$ cat config.mk
export PLATFORM = sky130hd
export DESIGN_NAME = avalon_st_pkt_tx_flat
export DESIGN_NICKNAME = d
export VERILOG_FILES = /design/src/rtl/avalon_st_pkt_tx_if.sv /design/src/rtl/avalon_st_pkt_tx.sv /design/src/flat_wrapper.sv
export SDC_FILE = /design/constraint.sdc
export NUM_CORES = 1
export LEC_CHECK = 0
export ABC_AREA = 1
export BUFFER_PORTS_ARGS = -buffer_cell sky130_fd_sc_hd__buf_4
export CORE_ASPECT_RATIO = 1.25
export CORE_MARGIN = 2
export CORE_UTILIZATION = 40
export CTS_CLUSTER_DIAMETER = 50
export DETAILED_ROUTE_END_ITERATION = 6
export GPL_TIMING_DRIVEN = 0
export MAX_ROUTING_LAYER = met4
export PLACE_DENSITY_LB_ADDON = 0.2
export SYNTH_ARGS = -nofsm -noshare
export SYNTH_HDL_FRONTEND = slang
export SYNTH_SLANG_ARGS = --single-unit
$ cat constraint.sdc
create_clock -name clk_i -period 1.8 [get_ports clk_i]
set_input_delay 0.36 -clock clk_i [delete_from_list [all_inputs] [get_ports clk_i]]
set_output_delay 0.36 -clock clk_i [all_outputs]
set_load 0.005 [all_outputs]
$ cat src/rtl/avalon_st_pkt_tx_if.sv
// Write-port and Avalon-ST source bundle for avalon_st_pkt_tx.
// The slave modport is the transmitter side; master is the producer/sink side.
interface avalon_st_pkt_tx_if #(
    parameter int unsigned DWIDTH      = 6,
    parameter int unsigned MAX_PKT_LEN = 10
);
    localparam int unsigned PW = $clog2(MAX_PKT_LEN) + 1;

    logic [DWIDTH-1:0] wr_data;
    logic              wr_valid;
    logic              wr_last;
    logic              wr_ready;
    logic              src_ready;
    logic [DWIDTH-1:0] src_data;
    logic              src_valid;
    logic              src_startofpacket;
    logic              src_endofpacket;
    logic [PW-1:0]     pkt_len;
    logic              trunc;

    modport master (
        output wr_data, wr_valid, wr_last, src_ready,
        input  wr_ready, src_data, src_valid, src_startofpacket, src_endofpacket,
               pkt_len, trunc
    );

    modport slave (
        input  wr_data, wr_valid, wr_last, src_ready,
        output wr_ready, src_data, src_valid, src_startofpacket, src_endofpacket,
               pkt_len, trunc
    );
endinterface

$ cat src/rtl/avalon_st_pkt_tx.sv
// Buffers one packet from a simple write port, then replays it as an
// Avalon-ST packet (ready latency 0) with SOP/EOP and length/truncation status.
module avalon_st_pkt_tx #(
    parameter int unsigned DWIDTH      = 6,
    parameter int unsigned MAX_PKT_LEN = 10
) (
    input  logic                   clk_i,
    input  logic                   srst_i,
    avalon_st_pkt_tx_if.slave      bus
);
    localparam int unsigned PW = $clog2(MAX_PKT_LEN) + 1;
    localparam int unsigned AW = (MAX_PKT_LEN > 1) ? $clog2(MAX_PKT_LEN) : 1;

    typedef enum logic {LOAD_S, SEND_S} state_t;

    state_t            state;
    logic [DWIDTH-1:0] mem [MAX_PKT_LEN];
    logic [PW-1:0]     wr_ptr;
    logic [PW-1:0]     rd_ptr;
    logic [PW-1:0]     wr_ptr_nxt;
    logic [PW-1:0]     rd_ptr_nxt;
    logic              accept;
    logic              load_done;

    assign accept     = bus.wr_valid && bus.wr_ready;
    assign wr_ptr_nxt = PW'(wr_ptr + 1'b1);
    assign rd_ptr_nxt = PW'(rd_ptr + 1'b1);
    assign load_done  = accept && (bus.wr_last || (wr_ptr_nxt == PW'(MAX_PKT_LEN)));

    // Packet storage; contents are don't-care outside a loaded packet.
    always_ff @(posedge clk_i) begin
        if (accept) begin
            mem[AW'(wr_ptr)] <= bus.wr_data;
        end
    end

    always_ff @(posedge clk_i) begin
        if (srst_i) begin
            state                 <= LOAD_S;
            wr_ptr                <= '0;
            rd_ptr                <= '0;
            bus.wr_ready          <= 1'b0;
            bus.src_valid         <= 1'b0;
            bus.src_data          <= '0;
            bus.src_startofpacket <= 1'b0;
            bus.src_endofpacket   <= 1'b0;
            bus.pkt_len           <= '0;
            bus.trunc             <= 1'b0;
        end else begin
            case (state)
                LOAD_S: begin
                    bus.wr_ready <= !load_done;
                    if (accept) begin
                        wr_ptr <= wr_ptr_nxt;
                        if (wr_ptr == '0) begin
                            bus.trunc <= 1'b0;
                        end
                        if (load_done) begin
                            state                 <= SEND_S;
                            rd_ptr                <= '0;
                            bus.pkt_len           <= wr_ptr_nxt;
                            bus.trunc             <= !bus.wr_last;
                            bus.src_valid         <= 1'b1;
                            bus.src_startofpacket <= 1'b1;
                            bus.src_endofpacket   <= (wr_ptr == '0);
                            // A single-word packet is not yet in the buffer, so bypass it.
                            bus.src_data          <= (wr_ptr == '0) ? bus.wr_data : mem[0];
                        end
                    end
                end
                SEND_S: begin
                    if (bus.src_ready) begin
                        if (bus.src_endofpacket) begin
                            state                 <= LOAD_S;
                            wr_ptr                <= '0;
                            rd_ptr                <= '0;
                            bus.wr_ready          <= 1'b1;
                            bus.src_valid         <= 1'b0;
                            bus.src_data          <= '0;
                            bus.src_startofpacket <= 1'b0;
                            bus.src_endofpacket   <= 1'b0;
                        end else begin
                            rd_ptr                <= rd_ptr_nxt;
                            bus.src_data          <= mem[AW'(rd_ptr_nxt)];
                            bus.src_startofpacket <= 1'b0;
                            bus.src_endofpacket   <= (rd_ptr_nxt == PW'(bus.pkt_len - 1'b1));
                        end
                    end
                end
                default: state <= LOAD_S;
            endcase
        end
    end
endmodule
$ cat src/flat_wrapper.sv
// flat-port wrapper written by rule: the top's interface ports become plain ports
module avalon_st_pkt_tx_flat 
#(
    parameter int unsigned DWIDTH      = 6,
    parameter int unsigned MAX_PKT_LEN = 10
)
  (clk_i, srst_i, bus_wr_data, bus_wr_valid, bus_wr_last, bus_src_ready, bus_wr_ready, bus_src_data, bus_src_valid, bus_src_startofpacket, bus_src_endofpacket, bus_pkt_len, bus_trunc);
  avalon_st_pkt_tx_if #(.DWIDTH(DWIDTH), .MAX_PKT_LEN(MAX_PKT_LEN)) bus_i ();
  input  logic clk_i;
  input  logic srst_i;
  input wire logic [$bits(bus_i.wr_data)-1:0] bus_wr_data;
  input wire logic [$bits(bus_i.wr_valid)-1:0] bus_wr_valid;
  input wire logic [$bits(bus_i.wr_last)-1:0] bus_wr_last;
  input wire logic [$bits(bus_i.src_ready)-1:0] bus_src_ready;
  output wire logic [$bits(bus_i.wr_ready)-1:0] bus_wr_ready;
  output wire logic [$bits(bus_i.src_data)-1:0] bus_src_data;
  output wire logic [$bits(bus_i.src_valid)-1:0] bus_src_valid;
  output wire logic [$bits(bus_i.src_startofpacket)-1:0] bus_src_startofpacket;
  output wire logic [$bits(bus_i.src_endofpacket)-1:0] bus_src_endofpacket;
  output wire logic [$bits(bus_i.pkt_len)-1:0] bus_pkt_len;
  output wire logic [$bits(bus_i.trunc)-1:0] bus_trunc;
  assign bus_i.wr_data = bus_wr_data;
  assign bus_i.wr_valid = bus_wr_valid;
  assign bus_i.wr_last = bus_wr_last;
  assign bus_i.src_ready = bus_src_ready;
  assign bus_wr_ready = bus_i.wr_ready;
  assign bus_src_data = bus_i.src_data;
  assign bus_src_valid = bus_i.src_valid;
  assign bus_src_startofpacket = bus_i.src_startofpacket;
  assign bus_src_endofpacket = bus_i.src_endofpacket;
  assign bus_pkt_len = bus_i.pkt_len;
  assign bus_trunc = bus_i.trunc;
  avalon_st_pkt_tx #(.DWIDTH(DWIDTH), .MAX_PKT_LEN(MAX_PKT_LEN)) u_core (.clk_i(clk_i), .srst_i(srst_i), .bus(bus_i));
endmodule
; Word-level counts from Yosys, hierarchy flattened
; Memories as Yosys holds them, arrays and structs flattened.
; Cells that the tools add are included.
[word_totals]
regBits = 27
ramBits = 60
input_bits = 11
output_inout_bits = 16
memories = 1
[op_classes]
n_addsub = 3
eq_ne = 6
muxes = 39
n_bitwise = 1
n_reduce_logical = 13
[memory_table]
columns = memory, depth, width, read_ports, rd_ports_with_merged_regs, wr, line
row1 = u_core.mem, 10, 6, 2, 0, 1, avalon_st_pkt_tx.sv:17  ; logic [DWIDTH-1:0] mem [MAX_PKT_LEN];
[op_table]
columns = operator, n
row1 = $mux W5, 7
row2 = $mux W6, 5
row3 = $pmux W5 S2, 2
row4 = $mux W1, 19
row5 = $pmux W6 S2, 1
row6 = $reduce_and A3 Y1, 4
row7 = $add A5 B1 Y5 const B, 2
row8 = $pmux W1 S2, 5
row9 = $ne A2 B1 Y1 const B, 3
row10 = $eq A5 B4 Y1 const B, 1
row11 = $eq A5 B5 Y1, 1
row12 = $logic_not A5 Y1, 1
row13 = $sub A5 B1 Y5 const B, 1
row14 = $reduce_and A4 Y1, 1
row15 = $logic_and A1 B1 Y1, 2
row16 = $logic_not A1 Y1, 2
row17 = $ne A2 B2 Y1 const B, 1
row18 = $reduce_and A2 Y1, 1
row19 = $reduce_bool A2 Y1, 1
row20 = $logic_or A1 B1 Y1, 1
row21 = $not A1 Y1, 1

; Longest topological paths before layout
[logic_depth]
word_depth = 7
ltp_mapped = 13
ltp_nobuf = 12

; Worst setup path before layout
; Ideal clock, no wire load.
[synth_path]
path_type = flip-flop to flip-flop
from = reg u_core.wr_ptr[1]
to = reg u_core.bus.src_data[5]
setup_time_ps = 117
t_arrival_ps = 1463
path_slack_ps = 220
stages_incl_launch_ff = 14
cell_sequence = dfxtp_1 > ha_1 > inv_1 > nand2_1 > nand2_1 > nor2_1 > nand3_1 > nand2_2 > nand2_4 > nand2_4 > inv_2 > buf_6 > nor2_1 > nor2_1
[synth_via]
elab_chain_len = 6
elab_cells_between_ends = 11
[synth_lines]
columns = item, line
row1 = from (decl), avalon_st_pkt_tx.sv:18  ; logic [PW-1:0] wr_ptr;
row2 = from (signal assigned), avalon_st_pkt_tx.sv:54  ; wr_ptr <= wr_ptr_nxt;
row3 = $add A5 B1 Y5, avalon_st_pkt_tx.sv:26  ; assign wr_ptr_nxt = PW'(wr_ptr + 1'b1);
row4 = $eq A5 B4 Y1, avalon_st_pkt_tx.sv:28  ; assign load_done = accept && (bus.wr_last || (wr_ptr_nxt == PW'(MAX_PKT_LEN)));
row5 = $logic_or A1 B1 Y1, avalon_st_pkt_tx.sv:28
row6 = $logic_and A1 B1 Y1, avalon_st_pkt_tx.sv:28
row7 = $ne A2 B1 Y1 (no line), -
row8 = $reduce_and A3 Y1 (no line), -
row9 = to (signal assigned), avalon_st_pkt_tx.sv:67  ; bus.src_data <= (wr_ptr == '0) ? bus.wr_data : mem[0];
row10 = to (signal assigned), avalon_st_pkt_tx.sv:84  ; bus.src_data <= mem[AW'(rd_ptr_nxt)];
row11 = to (decl), avalon_st_pkt_tx_if.sv:29  ; output wr_ready, src_data, src_valid, src_startofpacket, src_endofpacket,
; Parallel ways exist; a longest one is shown, timed or not. The select of a mux whose other input is x is not followed.
; A chain may end at the register's enable or synchronous reset.

; Worst setup path in the final report
[layout_path]
from = reg u_core.bus.wr_ready
to = mem u_core.mem[1][4] (enable)
[layout_via]
elab_chain_len = 3
[layout_lines]
columns = item, line
row1 = from (decl), avalon_st_pkt_tx_if.sv:29
row2 = from (signal assigned), avalon_st_pkt_tx.sv:52  ; bus.wr_ready <= !load_done;
row3 = $logic_and A1 B1 Y1, avalon_st_pkt_tx.sv:25  ; assign accept = bus.wr_valid && bus.wr_ready;
row4 = $mux W1, avalon_st_pkt_tx.sv:32  ; if (accept) begin
row5 = $mux W1 (not written as such), avalon_st_pkt_tx.sv:33  ; mem[AW'(wr_ptr)] <= bus.wr_data;
row6 = to (decl), avalon_st_pkt_tx.sv:17
; No other way between the ends.

==> results.ini <==
[min_path]
worstHoldStart = srst_i
min_delay_worst_endpoint = u_core.wr_ptr[0]$_SDFFE_PP0P_
min_path_type = input port to register
hold_depth = 2

[detailed_routing]
num_vias = 3011
ant_nets = 0
drtIter0Drc = 220
drc = 0
wire_per_inst_um = 15.17
drt_first_pass_iters = 5
via_per_inst = 5.018
wirelength_um = 9101

[clock_network]
cts_buffer_depth = 2
hold_buffers = 0
cts_tree = built
clk_latency_ns = 0.34
numClockSinks = 87
cts-buffers-inserted = 9
cts_max_level = 3
cts_root_buf = clkbuf_16
clkTransAtPathRegs_ns = 0.06

[power_and_ir_drop]
swShare = 0.2342
clkPwrFrac = 0.423
p_comb_frac = 0.127
netSwitchingPower_uw = 1156
power_density_nw_per_um2 = 1013
p_seq_frac = 0.450
p_int_uw = 3779
vdd_drop_max_uv = 600.0
p_leak_uw = 0.001910

[worst_setup_path]
reg2regPathDepth = 4
cp_common_cell = nand2_1
cp_slowest_cell = nor2_1
slowest_delay_ns = 0.45
worst-setup-path-type = register to register
end_kind = register
crit_family = simple AND/OR/NAND/NOR gates
start_kind = register
cp_max_fo = 7
crit_chain = nand2_1 > inv_1 > nand2_1 > nor2_1
cp.arrival_ns = 1.75
required_ns = 1.77
path_buf_inv = 1
r2r_start = u_core.bus.wr_ready$_SDFFE_PP0P_
r2r_end = u_core.mem[1][4]$_DFFE_PP_
reg2reg_slack_ns = 0.02

[global_routing]
grt_max_degree = 15
grt_overflow = 0
busiest_layer = met2
grt_use_met2 = 0.2911
antenna_found_initial = 0
grt_pass1_wl_um = 14590
met3_usage = 0.04161
track_usage = 0.1837
grt_pass1_vias = 2964
global_route.usage.met1 = 0.2266

[synthesis]
ys_types = 31
synth_seq_cells = 87
synth_nets = 445
avgSynthCellArea_um2 = 9.366
seq_area_frac_synth = 0.5843
ys_warn_count = 0
synth_edf_count = 60
synth_flop_cell = edfxtp_1
syn_inst = 428
syn_area_um2 = 4009
async_flop_share = 0

[place]
gp_congestion = 0.8562
port_buffers = 26
dpl.hpwl_um = 6449
place_inst = 580

[layout]
area_growth_pct = 21.54
nets = 486
final_core_util = 0.5018
antenna_cells = 0
instances_no_fill = 600
drive_above_1_share = 0.2194

[sta]
layout_min_cycle_time_ns = 1.776
max_freq_mhz = 563.1
tightestPinTransition_ns = 0.7159
min_period_over_period = 0.9866
drv_slew = 0
setup_violations = 0
hold_violations = 0
finClkSkew_ns = 0.007822
rsz0062_at_grt = true
slew_headroom = 0.5202

[floorplan]
die_y_um = 115.9
initial_core_util = 0.4129
coreArea_um2 = 9709
ios = 27
dieArea_um2 = 10840
placementRows = 40
die_w_um = 93.54

[status]
status = finished, final reports clean

[run]
maxCapViolations = 0

power by group through the flow:
stage | clock [µW] | sequential [µW] | combinational, µW
after floorplan | 0 | 2260 | 383
after global placement | 0 | 2260 | 571
after detailed placement | 0 | 2260 | 574
after CTS | 2120 | 2220 | 590
after global routing | 2190 | 2230 | 701
final | 2090 | 2220 | 629
cells in the final DEF, fill, tap and decap left out, drive strengths merged, types with 3 or more instances in the layout:
cell type / n
nand2: 86
nor2: 69
edfxtp: 60
o21ai: 53
inv: 44
buf: 43
dfxtp: 27
a21oi: 26
clkbuf: 13
nand3: 11
o211ai: 7
ha: 6
xnor2: 5
nor3: 4
nand4: 4
xor2: 4
mux2i: 3
bufinv: 3
clkinv: 3
worst register-to-register path, stage by stage, from the launching register on:
cell and delay, ns:
dfxtp_1 0.35, nand2_1 0.25, inv_1 0.23, nand2_1 0.13
nor2_1 0.45
routing by layer:
metal	part of all wire	routed length, µm
met1	0.45	4079
met2	0.48	4398
met3	0.043	395
met4	0.025	227
met5	0	0
cell families after synthesis:
logic type | share of synthesized area
AND/OR/NAND/NOR | 0.1801
multiplexers | 0.007491
buffers and inverters | 0.07147
flip-flops | 0.5843
XOR/XNOR | 0.02153
AO/OA/AOI/OAI | 0.1164
adder cells (fa/ha/maj) | 0.01873
state kept, by name, summed over array words and instances (netlist names):
signal	flops
u_core.mem	60
u_core.bus.src_data	6
u_core.bus.pkt_len	5
u_core.rd_ptr	5
u_core.wr_ptr	5
u_core.bus.src_endofpacket	1
u_core.bus.src_startofpacket	1
u_core.bus.src_valid	1
u_core.bus.trunc	1
u_core.bus.wr_ready	1
u_core.state	1
Yosys cell counts (2+ instances only):
library cell	number	area share
nor3_1	4	0.0050
a21oi_1	24	0.030
o21ai_0	32	0.040
xnor2_1	4	0.0087
buf_6	4	0.011
inv_2	6	0.0056
a21oi_2	2	0.0044
mux2i_1	3	0.0075
dfxtp_1	27	0.13
xor2_1	4	0.0087
buf_4	5	0.0094
edfxtp_1	60	0.45
buf_2	4	0.0050
ha_1	6	0.019
o21ai_1	20	0.025
clkbuf_1	4	0.0037
nand2_4	2	0.0056
nand3_1	10	0.012
o211ai_1	7	0.013
inv_1	38	0.036
nor2_4	2	0.0056
nor2_1	66	0.062
nand2_1	83	0.078
nand4_1	4	0.0062
final cells by class:
type / count / area, µm²
clock buffers: 9 / 225.2
plain buffers: 17 / 132.6
well taps: 126 / 157.7
inverters: 45 / 173.9
multi-input cells: 279 / 1490
repair buffers: 30 / 225.2
fillers: 910 / 4837
clock inverters: 7 / 111.4
flip-flops and latches: 87 / 2356
worst max path at each step:
stage / startpoint / end / slack [ns] / cells after the start
after floorplan: u_core.wr_ptr[1]$_SDFFE_PP0P_ / u_core.bus.src_data[5]$_SDFFE_PP0P_ / 0.22 / 13
after CTS: u_core.bus.wr_ready$_SDFFE_PP0P_ / u_core.mem[1][4]$_DFFE_PP_ / -0.001 / 4
after detailed placement: u_core.wr_ptr[1]$_SDFFE_PP0P_ / u_core.mem[7][4]$_DFFE_PP_ / -0.37 / 3
final: u_core.bus.wr_ready$_SDFFE_PP0P_ / u_core.mem[1][4]$_DFFE_PP_ / 0.02 / 4
after global routing: u_core.bus.wr_ready$_SDFFE_PP0P_ / u_core.mem[9][0]$_DFFE_PP_ / -0.12 / 4
after global placement: u_core.wr_ptr[1]$_SDFFE_PP0P_ / u_core.mem[7][4]$_DFFE_PP_ / -0.33 / 3
what timing repair did:
item,CTS,global route
pin swaps,0,2
resized for setup,18,27
setup buffers,0,4
setup endpoints to repair,41,30
stage by stage:
stage	total power, µW	TNS [ns]	hold slack (ns)	area (µm²)	worst slack (ns)
floorplan	2639	0	0.4385	4009	0.2198
global placement	2829	-7.100	0.4527	4362	-0.3266
detailed placement	2834	-8.036	0.4523	4362	-0.3653
CTS	4925	-0.003370	0.1822	4756	-0.001136
global route	5116	-1.419	0.1923	4872	-0.1215
finish	4935	0	0.1901	4872	0.02417
(Power assumes the default switching activity.)
